## src/rtl/int_ctrl_pkg.sv

```systemverilog
// rtl/int_ctrl_pkg.sv - shared state encoding, vector defaults and RETI opcode for int_ctrl
package int_ctrl_pkg;

  typedef enum logic [1:0] {
    ST_IDLE    = 2'd0,
    ST_TAKE    = 2'd1,
    ST_SERVICE = 2'd2
  } state_t;

  localparam int unsigned DEF_VEC_BASE   = 32'h3C0;
  localparam int unsigned DEF_VEC_STRIDE = 32'd4;

  // Opcode uc decodes into the reti strobe
  localparam logic [5:0] RETI_OPCODE = 6'b110111;

endpackage

```

## src/rtl/int_ctrl_prio_enc.sv

```systemverilog
// rtl/int_ctrl_prio_enc.sv - combinational priority encoder, lowest set index wins
module prio_enc #(
  parameter int N = 4
) (
  input  logic [N-1:0] req,
  output logic [2:0]   idx,
  output logic         valid
);

  // Scan from the top down so the lowest set bit is the last assignment
  always_comb begin
    idx   = 3'd0;
    valid = 1'b0;
    for (int i = N - 1; i >= 0; i--) begin
      if (req[i]) begin
        idx   = 3'(i);
        valid = 1'b1;
      end
    end
  end

endmodule

```

## src/rtl/int_ctrl.sv

```systemverilog
// rtl/int_ctrl.sv - interrupt sequencer: latches irq edges, vectors the PC, saves/restores PC and Z
module int_ctrl
  import int_ctrl_pkg::*;
#(
  parameter int          NIRQ       = 4,
  parameter int          PCW        = 10,
  parameter int unsigned VEC_BASE   = DEF_VEC_BASE,
  parameter int unsigned VEC_STRIDE = DEF_VEC_STRIDE
) (
  input  logic            clk,
  input  logic            reset,
  input  logic [NIRQ-1:0] irq,
  input  logic            mask_we,
  input  logic [NIRQ-1:0] mask_in,
  input  logic            gie,
  input  logic [PCW-1:0]  pc,
  input  logic            z,
  input  logic            reti,
  output logic            pc_load,
  output logic [PCW-1:0]  pc_target,
  output logic            squash,
  output logic            z_restore,
  output logic            z_saved,
  output logic            int_active,
  output logic [2:0]      int_id
);

  localparam logic [PCW-1:0] BASE_W   = PCW'(VEC_BASE);
  localparam logic [PCW-1:0] STRIDE_W = PCW'(VEC_STRIDE);

  state_t          state, state_nx;
  logic [NIRQ-1:0] irq_q, pend, mask;
  logic [NIRQ-1:0] rise, clr, eligible;
  logic [PCW-1:0]  saved_pc;
  logic [PCW-1:0]  vec_addr;
  logic [2:0]      id_q, enc_idx;
  logic            enc_valid;
  logic            z_q;

  assign rise     = irq & ~irq_q;
  assign eligible = pend & mask & {NIRQ{gie}};
  assign vec_addr = BASE_W + PCW'(id_q) * STRIDE_W;

  // Only the source being taken is cleared; a same-cycle edge re-pends it below
  always_comb begin
    clr = '0;
    for (int i = 0; i < NIRQ; i++) begin
      clr[i] = (state == ST_TAKE) && (id_q == 3'(i));
    end
  end

  prio_enc #(.N(NIRQ)) u_prio_enc (
    .req   (eligible),
    .idx   (enc_idx),
    .valid (enc_valid)
  );

  always_ff @(posedge clk or posedge reset) begin
    if (reset) begin
      state    <= ST_IDLE;
      irq_q    <= '0;
      pend     <= '0;
      mask     <= '0;
      saved_pc <= '0;
      z_q      <= 1'b0;
      id_q     <= 3'd0;
    end else begin
      state <= state_nx;
      irq_q <= irq;
      pend  <= (pend & ~clr) | rise;
      if (mask_we) begin
        mask <= mask_in;
      end
      if (state == ST_IDLE && enc_valid) begin
        id_q <= enc_idx;
      end
      if (state == ST_TAKE) begin
        saved_pc <= pc;
        z_q      <= z;
      end
    end
  end

  always_comb begin
    state_nx   = state;
    pc_load    = 1'b0;
    pc_target  = '0;
    squash     = 1'b0;
    z_restore  = 1'b0;
    int_active = 1'b0;
    case (state)
      ST_IDLE: begin
        if (enc_valid) begin
          state_nx = ST_TAKE;
        end
      end
      ST_TAKE: begin
        pc_load    = 1'b1;
        pc_target  = vec_addr;
        squash     = 1'b1;
        int_active = 1'b1;
        state_nx   = ST_SERVICE;
      end
      ST_SERVICE: begin
        int_active = 1'b1;
        if (reti) begin
          pc_load   = 1'b1;
          pc_target = saved_pc;
          z_restore = 1'b1;
          state_nx  = ST_IDLE;
        end
      end
      default: state_nx = ST_IDLE;
    endcase
  end

  assign int_id  = id_q;
  assign z_saved = z_q;

endmodule

```

## config.mk

```make
export PLATFORM = sky130hd
export DESIGN_NAME = int_ctrl
export DESIGN_NICKNAME = d
export VERILOG_FILES = /design/src/rtl/int_ctrl_pkg.sv /design/src/rtl/int_ctrl_prio_enc.sv /design/src/rtl/int_ctrl.sv
export SDC_FILE = /design/constraint.sdc
export NUM_CORES = 1
export LEC_CHECK = 0
export ABC_AREA = 1
export BUFFER_PORTS_ARGS = -buffer_cell sky130_fd_sc_hd__buf_2
export CORE_MARGIN = 5
export CORE_UTILIZATION = 35
export CTS_CLUSTER_SIZE = 12
export DETAILED_ROUTE_END_ITERATION = 16
export SLEW_MARGIN = 5
export SYNTH_ARGS = -nofsm -noshare
export SYNTH_HDL_FRONTEND = slang
export SYNTH_SLANG_ARGS = --single-unit
export TNS_END_PERCENT = 5
```

## constraint.sdc

```tcl
create_clock -name clk -period 2.05 [get_ports clk]
set_input_delay 0.5125 -clock clk [delete_from_list [all_inputs] [get_ports clk]]
set_output_delay 0.5125 -clock clk [all_outputs]
set_load 0.01 [all_outputs]
```

* Word-level counts from Yosys, hierarchy flattened *
Cells that the tools add are included.
Widths: inputs -> output; s select.

operators by class
  multipliers = 0
  bitwise gates (word level) = 7
  divide/modulo/power cells = 0
  muxes and demuxes = 18
  shift-type cells = 0
  order comparisons = 0
  eq/ne operators = 7
  reduce and logical (&&, ||, !) cells = 9
  add/sub/neg operators = 1

operators with widths
  operator             number
  $pmux 10 s2          1
  $and 4x4->4          4
  $mux 2               6
  $mux 10              1
  $add 7x6->8 const A  1
  $mux 1               8
  $not 4->4            2
  $eq 3x2->1 const B   2
  $pmux 2 s3           1
  $logic_and 1x1->1    5
  $ne 2x2->1 const B   2
  $or 4x4->4           1
  $eq 3x1->1 const B   1
  $logic_not 3->1      1
  $eq 2x1->1 const B   1
  $eq 2x2->1 const B   1
  $logic_not 2->1      1
  $pmux 1 s2           1
  $reduce_and 2->1     1
  $reduce_or 2->1      1

word-level totals
  memories kept = 0
  bits in read-only memories = 0
  register bits after elaboration = 28
  memory bits (writable) = 0
  input port bits = 24
  output and inout port bits = 18
  bits in latches = 0
  word-level logic and storage cells = 49

* Longest topological paths before layout *
Gate-level depths: netlist of run 1.

  word-level depth = 8
  gate-level depth with buffers = 7
  mapped depth without buffers = 7

* By module *
A second synthesis of run 1 with hierarchy kept.

second synthesis, totals
  cells, all modules = 171
  area total of the unflattened synthesis = 1353.8 µm²

modules (own cells, without submodules)
  module    area an instance (µm²)  instances  sequential area each (µm²)  cells each
  int_ctrl  1306.3                  1          700.7                       161
  prio_enc  47.5                    1          0.0                         10

* Least setup slack after synthesis of run 1 *
Ideal clock, no wire load.

  kind = reg-to-output
  start point = register state[1]
  end point = output pc_target[9]
  path buffers = 1
  data required time = 1.537 ns
  path slack = 0.231 ns
  cell stages (with the launch flop) = 8
  data arrival time = 1.307 ns
  cells stage by stage = dfrtp_1 > inv_1 > ha_1 > buf_6 > inv_4 > a21oi_4 > inv_2 > nor2_1

between the ends
  longest elaborated chain between the ends = 2
  elaborated cells between the ends (all ways) = 3
  those cells by class = 2 x eq/ne; 1 x mux

ends and longest elaborated chain
  what                                             RTL line        source
  start: declaration                               int_ctrl.sv:31  state_t state, state_nx;
  start signal: assignment                         int_ctrl.sv:68  state <= state_nx;
  $eq 2x2->1 / $eq 2x1->1 (equally long branches)  int_ctrl.sv:91  case (state)
  $pmux 10 s2 *                                    int_ctrl.sv:91
  end: declaration                                 int_ctrl.sv:20  output logic [PCW-1:0] pc_target,

Mark *: on every way between the ends. The rest lies on a longest branch, timed or not.

* Worst setup path after layout of run 1 *
  start point = register state[1]
  end point = output pc_target[3]

Same word-level chain as after synthesis.

==> impl_metrics.env, run 1 <==
export IMPL_die_y_um=69.6
export IMPL_hold_violations=0
export IMPL_cts_tree="done"
export IMPL_worst_path_max_fanout=3
export IMPL_antenna_left=0
export IMPL_drc=0
export IMPL_final_max_slew_viol_count=0
export IMPL_yosys_warnings=0
export IMPL_vias=1008
export IMPL_path_clk_slew_ns=0.14
export IMPL_yosys_area_top_type="dfrtp_1"
export IMPL_cp_required_ns=1.54
export IMPL_p_per_area_nw_per_um2=1340
export IMPL_antenna_found_initial=0
export IMPL_ys_seq_area_frac=0.544
export IMPL_p_clk_frac=0.102
export IMPL_dp_final_hpwl_um=2060
export IMPL_synth_cells=137
export IMPL_crit_family="flip-flops"
export IMPL_cts_made_buffers=3
export IMPL_clkLatencyLatePin_ns=0.31
export IMPL_gp_congestion=0.695
export IMPL_combPwrFrac=0.518
export IMPL_rsz0062_at_grt="yes"
export IMPL_cts_hold_buf=0
export IMPL_vias_per_cell=4.36
export IMPL_die_x_um=69.6
export IMPL_cts_root_buffer_cell="clkbuf_4"
export IMPL_routed_wl_um=2710
export IMPL_fp_coreArea_um2=3390
export IMPL_holdWs_ns=0.224
export IMPL_crit_slowest_cell="dfrtp_1"
export IMPL_synth_top_area_frac=0.544
export IMPL_p_leak_nw=0.858
export IMPL_internal_power_mw=1.27
export IMPL_start_kind="register"
export IMPL_min_period_over_period=1.04
export IMPL_port_buffers=40
export IMPL_grt_max_degree=28
export IMPL_syn_cell_area_um2=1240
export IMPL_crit_type="register to output port"
export IMPL_grt_usage=0.124
export IMPL_start_util=0.367
export IMPL_dieArea_um2=4840
export IMPL_grt_ovfl_total=0
export IMPL_placed_area_um2=1490
export IMPL_setup_ws_ns=-0.0720
export IMPL_syn_to_final_growth_pct=29.7
export IMPL_reg2reg_slack_ns=0.65
export IMPL_max_cap_viol_count=0
export IMPL_num_io_pins=42
export IMPL_num_rows=21
export IMPL_synth_cell_types=21
export IMPL_clockBufferDepth=2
export IMPL_switching_power_mw=0.884
export IMPL_synth_net_count=165
export IMPL_drive_gt1_frac=0.389
export IMPL_fmax_mhz=471
export IMPL_path_buf_inv=4
export IMPL_crit_chain="inv_2 > ha_4 > inv_4 > buf_4 > o22ai_1 > buf_2"
export IMPL_r2r_start="state[1]"
export IMPL_clock_sinks=27
export IMPL_grt_pass1_vias=1062
export IMPL_p_sw_frac=0.410
export IMPL_hold_path_class="input pin to async pin"
export IMPL_drt_iter0_drc=40
export IMPL_nets=214
export IMPL_arrival_ns=1.61
export IMPL_synth_ff_latch_count=27
export IMPL_dr_pass1_iters=4
export IMPL_final_cell_area_um2=1610
export IMPL_avgSynthCellArea_um2=9.07
export IMPL_status="finished, violations left"
export IMPL_startpoint="state[1]"
export IMPL_n_antenna_cell=0
export IMPL_violations="negative setup slack"
export IMPL_synth_area_leaders="dfrtp_1 (54%), nand2_1 (10%), o21ai_0 (6.4%)"
export IMPL_post_route_min_period_ns=2.12
export IMPL_pwr_share_seq=0.380
export IMPL_finalSetupViolations=7
export IMPL_wl_per_cell_um=11.7
export IMPL_max_stage_delay_ns=0.42
export IMPL_clock_skew_final_ns=0.00271
export IMPL_grt_pass1_wl_um=4920
export IMPL_end_kind="output port"
export IMPL_worst_ir_drop_vdd_v=0.000421
export IMPL_cts_max_level=1
-- worst reg2reg max path: stages (launching register included) --
cell and delay [ns]:
dfrtp_1 0.44, inv_2 0.13, ha_4 0.21, inv_6 0.04, buf_4 0.15, o31ai_1 0.20
o21ai_0 0.12
-- synthesized netlist by cell type --
cell,count
nand2_1,33
o31ai_1,1
conb_1,1
o22ai_1,3
buf_2,1
nor2_1,9
a21oi_4,1
nand3_2,1
buf_4,1
dfrtp_1,27
nand3_1,5
o21ai_1,1
buf_6,1
o21ai_0,16
inv_1,21
inv_4,1
inv_2,2
ha_1,4
mux2_2,4
a21oi_2,3
clkbuf_2,1
-- state kept, by name, summed over array words and instances (netlist names) --
name      cells
pend          4
mask          4
saved_pc     10
irq_q         4
z_saved       1
state         2
int_id        2
-- power groups by stage --
stage | Combinational [mW] | Sequential [mW] | Clock [mW]
2_1_floorplan | 0.636 | 0.809 | 0
3_3_place_gp | 0.880 | 0.823 | 0
3_5_place_dp | 0.907 | 0.825 | 0
4_1_cts | 1.10 | 0.819 | 0.232
5_1_grt | 1.27 | 0.842 | 0.259
6_report | 1.12 | 0.820 | 0.220
-- per-layer routing --
metal,GRT usage,routed length (µm)
met1,0.148,1160
met2,0.215,1390
met3,0.0246,121
met4,0.0521,40
met5,0,0
-- layout make-up --
class / instances / area (µm²)
Clock buffer: 4 / 26.3
Tap cell: 46 / 57.6
Inverter: 24 / 97.6
Multi-Input combinational cell: 82 / 490
Timing Repair Buffer: 48 / 264
Sequential cell: 27 / 676
Fill cell: 332 / 1780
-- path summary, 6_finish.rpt --
check	end	depth (start not counted)
setup / recovery	pc_target[3]	6
hold / removal	irq_q[1]	3
setup reg to reg	pend[0]	6
hold reg to reg	pend[2]	1
max in group asynchronous	int_id[1]	3
min in group clk	irq_q[0]	1
-- cells by family after synthesis --
| kind of cell | count (synthesis) | synth area share |
|---|---|---|
| AO/OA/AOI/OAI | 25 | 0.124 |
| adder cells (fa/ha/maj) | 4 | 0.0403 |
| buffers and inverters | 28 | 0.0977 |
| flip-flops | 27 | 0.544 |
| multiplexers | 4 | 0.0363 |
| other | 1 | 0.00302 |
| AND/OR/NAND/NOR | 48 | 0.155 |
-- stage by stage --
| stage | power, mW | instances | worst slack, ns | TNS, ns | utilization |
|---|---|---|---|---|---|
| 6_report | 2.16 | 231 | -0.0720 | -0.292 | 0.475 |
| 5_1_grt | 2.37 | 231 | -0.195 | -1.49 | 0.475 |
| 4_1_cts | 2.15 | 230 | -0.0499 | -0.215 | 0.473 |
| 3_5_place_dp | 1.73 | 222 | 0.136 | 0 | 0.441 |
| 3_3_place_gp | 1.70 | 222 | 0.216 | 0 | 0.441 |
| 2_1_floorplan | 1.44 | 137 | 0.231 | 0 | - |
-- placed cells by master (no fill, tap or decap), types with 2 or more instances in the layout --
cell	instances
buf_4	7
nand3_1	5
a21oi_2	3
dfrtp_1	27
nor2_1	8
inv_1	18
ha_4	2
clkbuf_4	3
o22ai_1	3
o21ai_0	16
inv_2	4
mux2_2	4
nand2_1	31
buf_2	40
-- repair_timing --
item / CTS / global route
buffers inserted: 4 / 1
setup endpoints to repair: 12 / 10
pin swaps: 3 / 1
resized for setup: 15 / 0
cloned: 0 / 0
Note: power is estimated with default switching activity, not from simulation.
==> inputs of run 2 (changes only) <==
Settings changed: CTS_BUF_LIST from default to sky130_fd_sc_hd__clkbuf_16, SKIP_CTS_REPAIR_TIMING from default to 1.
==> impl_metrics.env, run 2 (synthesized netlist as in run 1, its figures left out) <==
export IMPL_r2r_start="state[1]"
export IMPL_start_kind="register"
export IMPL_startpoint="state[0]"
export IMPL_routed_wl_um=2760
export IMPL_cts_tree="done"
export IMPL_cts_root_buffer_cell="clkbuf_16"
export IMPL_dr_pass1_iters=4
export IMPL_fillers=327
export IMPL_cts_max_level=1
export IMPL_drc=0
export IMPL_hold_path_class="input pin to async pin"
export IMPL_nets=213
export IMPL_reg2reg_depth=5
export IMPL_n_antenna_cell=0
export IMPL_clock_sinks=27
export IMPL_vias_per_cell=4.47
export IMPL_dp_cells=222
export IMPL_dp_final_hpwl_um=2060
export IMPL_final_common_cell="buf_2"
export IMPL_crit_type="register to output port"
export IMPL_status="finished clean"
export IMPL_grt_usage=0.121
export IMPL_post_route_min_period_ns=2.05
export IMPL_worst_path_max_fanout=3
export IMPL_path_clk_slew_ns=0.06
export IMPL_finalSetupViolations=0
export IMPL_final_max_slew_viol_count=0
export IMPL_num_io_pins=42
export IMPL_die_y_um=69.6
export IMPL_clock_skew_final_ns=0.00154
export IMPL_largest_reg_flops=10
export IMPL_rsz0062_at_grt="yes"
export IMPL_gp_congestion=0.695
export IMPL_syn_to_final_growth_pct=34.1
export IMPL_grt_ovfl_total=0
export IMPL_grt_pass1_vias=1052
export IMPL_regMostFlops="saved_pc"
export IMPL_max_cap_viol_count=0
export IMPL_start_util=0.367
export IMPL_port_buffers=40
export IMPL_fp_coreArea_um2=3390
export IMPL_tns_ns=0
export IMPL_die_x_um=69.6
export IMPL_drive_gt1_frac=0.397
export IMPL_p_per_area_nw_per_um2=1420
export IMPL_worst_ir_drop_vdd_v=0.000493
export IMPL_final_cell_mix="buf_2 (40), nand2_1 (31), dfrtp_1 (26)"
export IMPL_multiInputGateArea_um2=499
export IMPL_drt_iter0_drc=37
export IMPL_cts_made_buffers=3
export IMPL_clockBufferDepth=2
export IMPL_dieArea_um2=4840
export IMPL_arrival_ns=1.53
export IMPL_wl_per_cell_um=12.0
export IMPL_fmax_mhz=489
export IMPL_num_rows=21
export IMPL_seq_area_um2=677
export IMPL_antenna_left=0
export IMPL_hold_violations=0
export IMPL_min_period_over_period=0.998
export IMPL_vias=1027
export IMPL_end_kind="output port"
export IMPL_holdWs_ns=0.299
export IMPL_fin_cells=230
export IMPL_p_leak_nw=0.880
export IMPL_grt_pass1_wl_um=4800
export IMPL_antenna_found_initial=0
export IMPL_grt_max_degree=28
export IMPL_cp_required_ns=1.54
export IMPL_clkLatencyLatePin_ns=0.26
-- run 2: per-stage QoR --
step / worst slack, ns / power (mW) / cell area [µm²] / util
after global routing: -0.0804 / 2.58 / 1670 / 0.492
final: 0.00483 / 2.37 / 1670 / 0.492
after CTS: -0.160 / 2.18 / 1570 / 0.464
after global placement: 0.216 / 1.70 / 1490 / 0.441
after detailed placement: 0.136 / 1.73 / 1490 / 0.441
after floorplan: 0.231 / 1.44 / 1240 / -
-- run 2: worst paths after layout --
path	endpoint	slack [ns]
min in group clk	irq_q[0]	0.37
hold / removal	irq_q[1]	0.30
setup reg to reg	pend[0]	0.84
max in group asynchronous	state[0]	1.48
hold reg to reg	pend[3]	0.42
setup / recovery	pc_target[3]	0.005
-- run 2: final cells by class --
cell class	instances	share of cell area
Clock buffer	3	0.0450
Sequential cell	27	0.406
Inverter	24	0.0586
Multi-Input combinational cell	82	0.300
Timing Repair Buffer	47	0.154
Clock inverter	1	0.00225
Tap cell	46	0.0345
-- run 2: report_power, final --
part	total (mW)	internal (mW)	switching (mW)
Clock	0.430	0.261	0.170
Combinational	1.11	0.467	0.641
Sequential	0.827	0.721	0.106
Total	2.37	1.45	0.916
-- run 2: routing by layer --
metal | wire length [µm] | global-route usage
met1 | 1190 | 0.143
met2 | 1390 | 0.213
met3 | 147 | 0.0290
met4 | 27 | 0.0390
met5 | 0 | 0
-- run 2: worst max-delay path: stages (launching register included) --
cell	delay (ns)
dfrtp_2	0.43
inv_4	0.07
ha_4	0.28
inv_4	0.04
buf_4	0.13
o22ai_1	0.17
buf_2	0.16
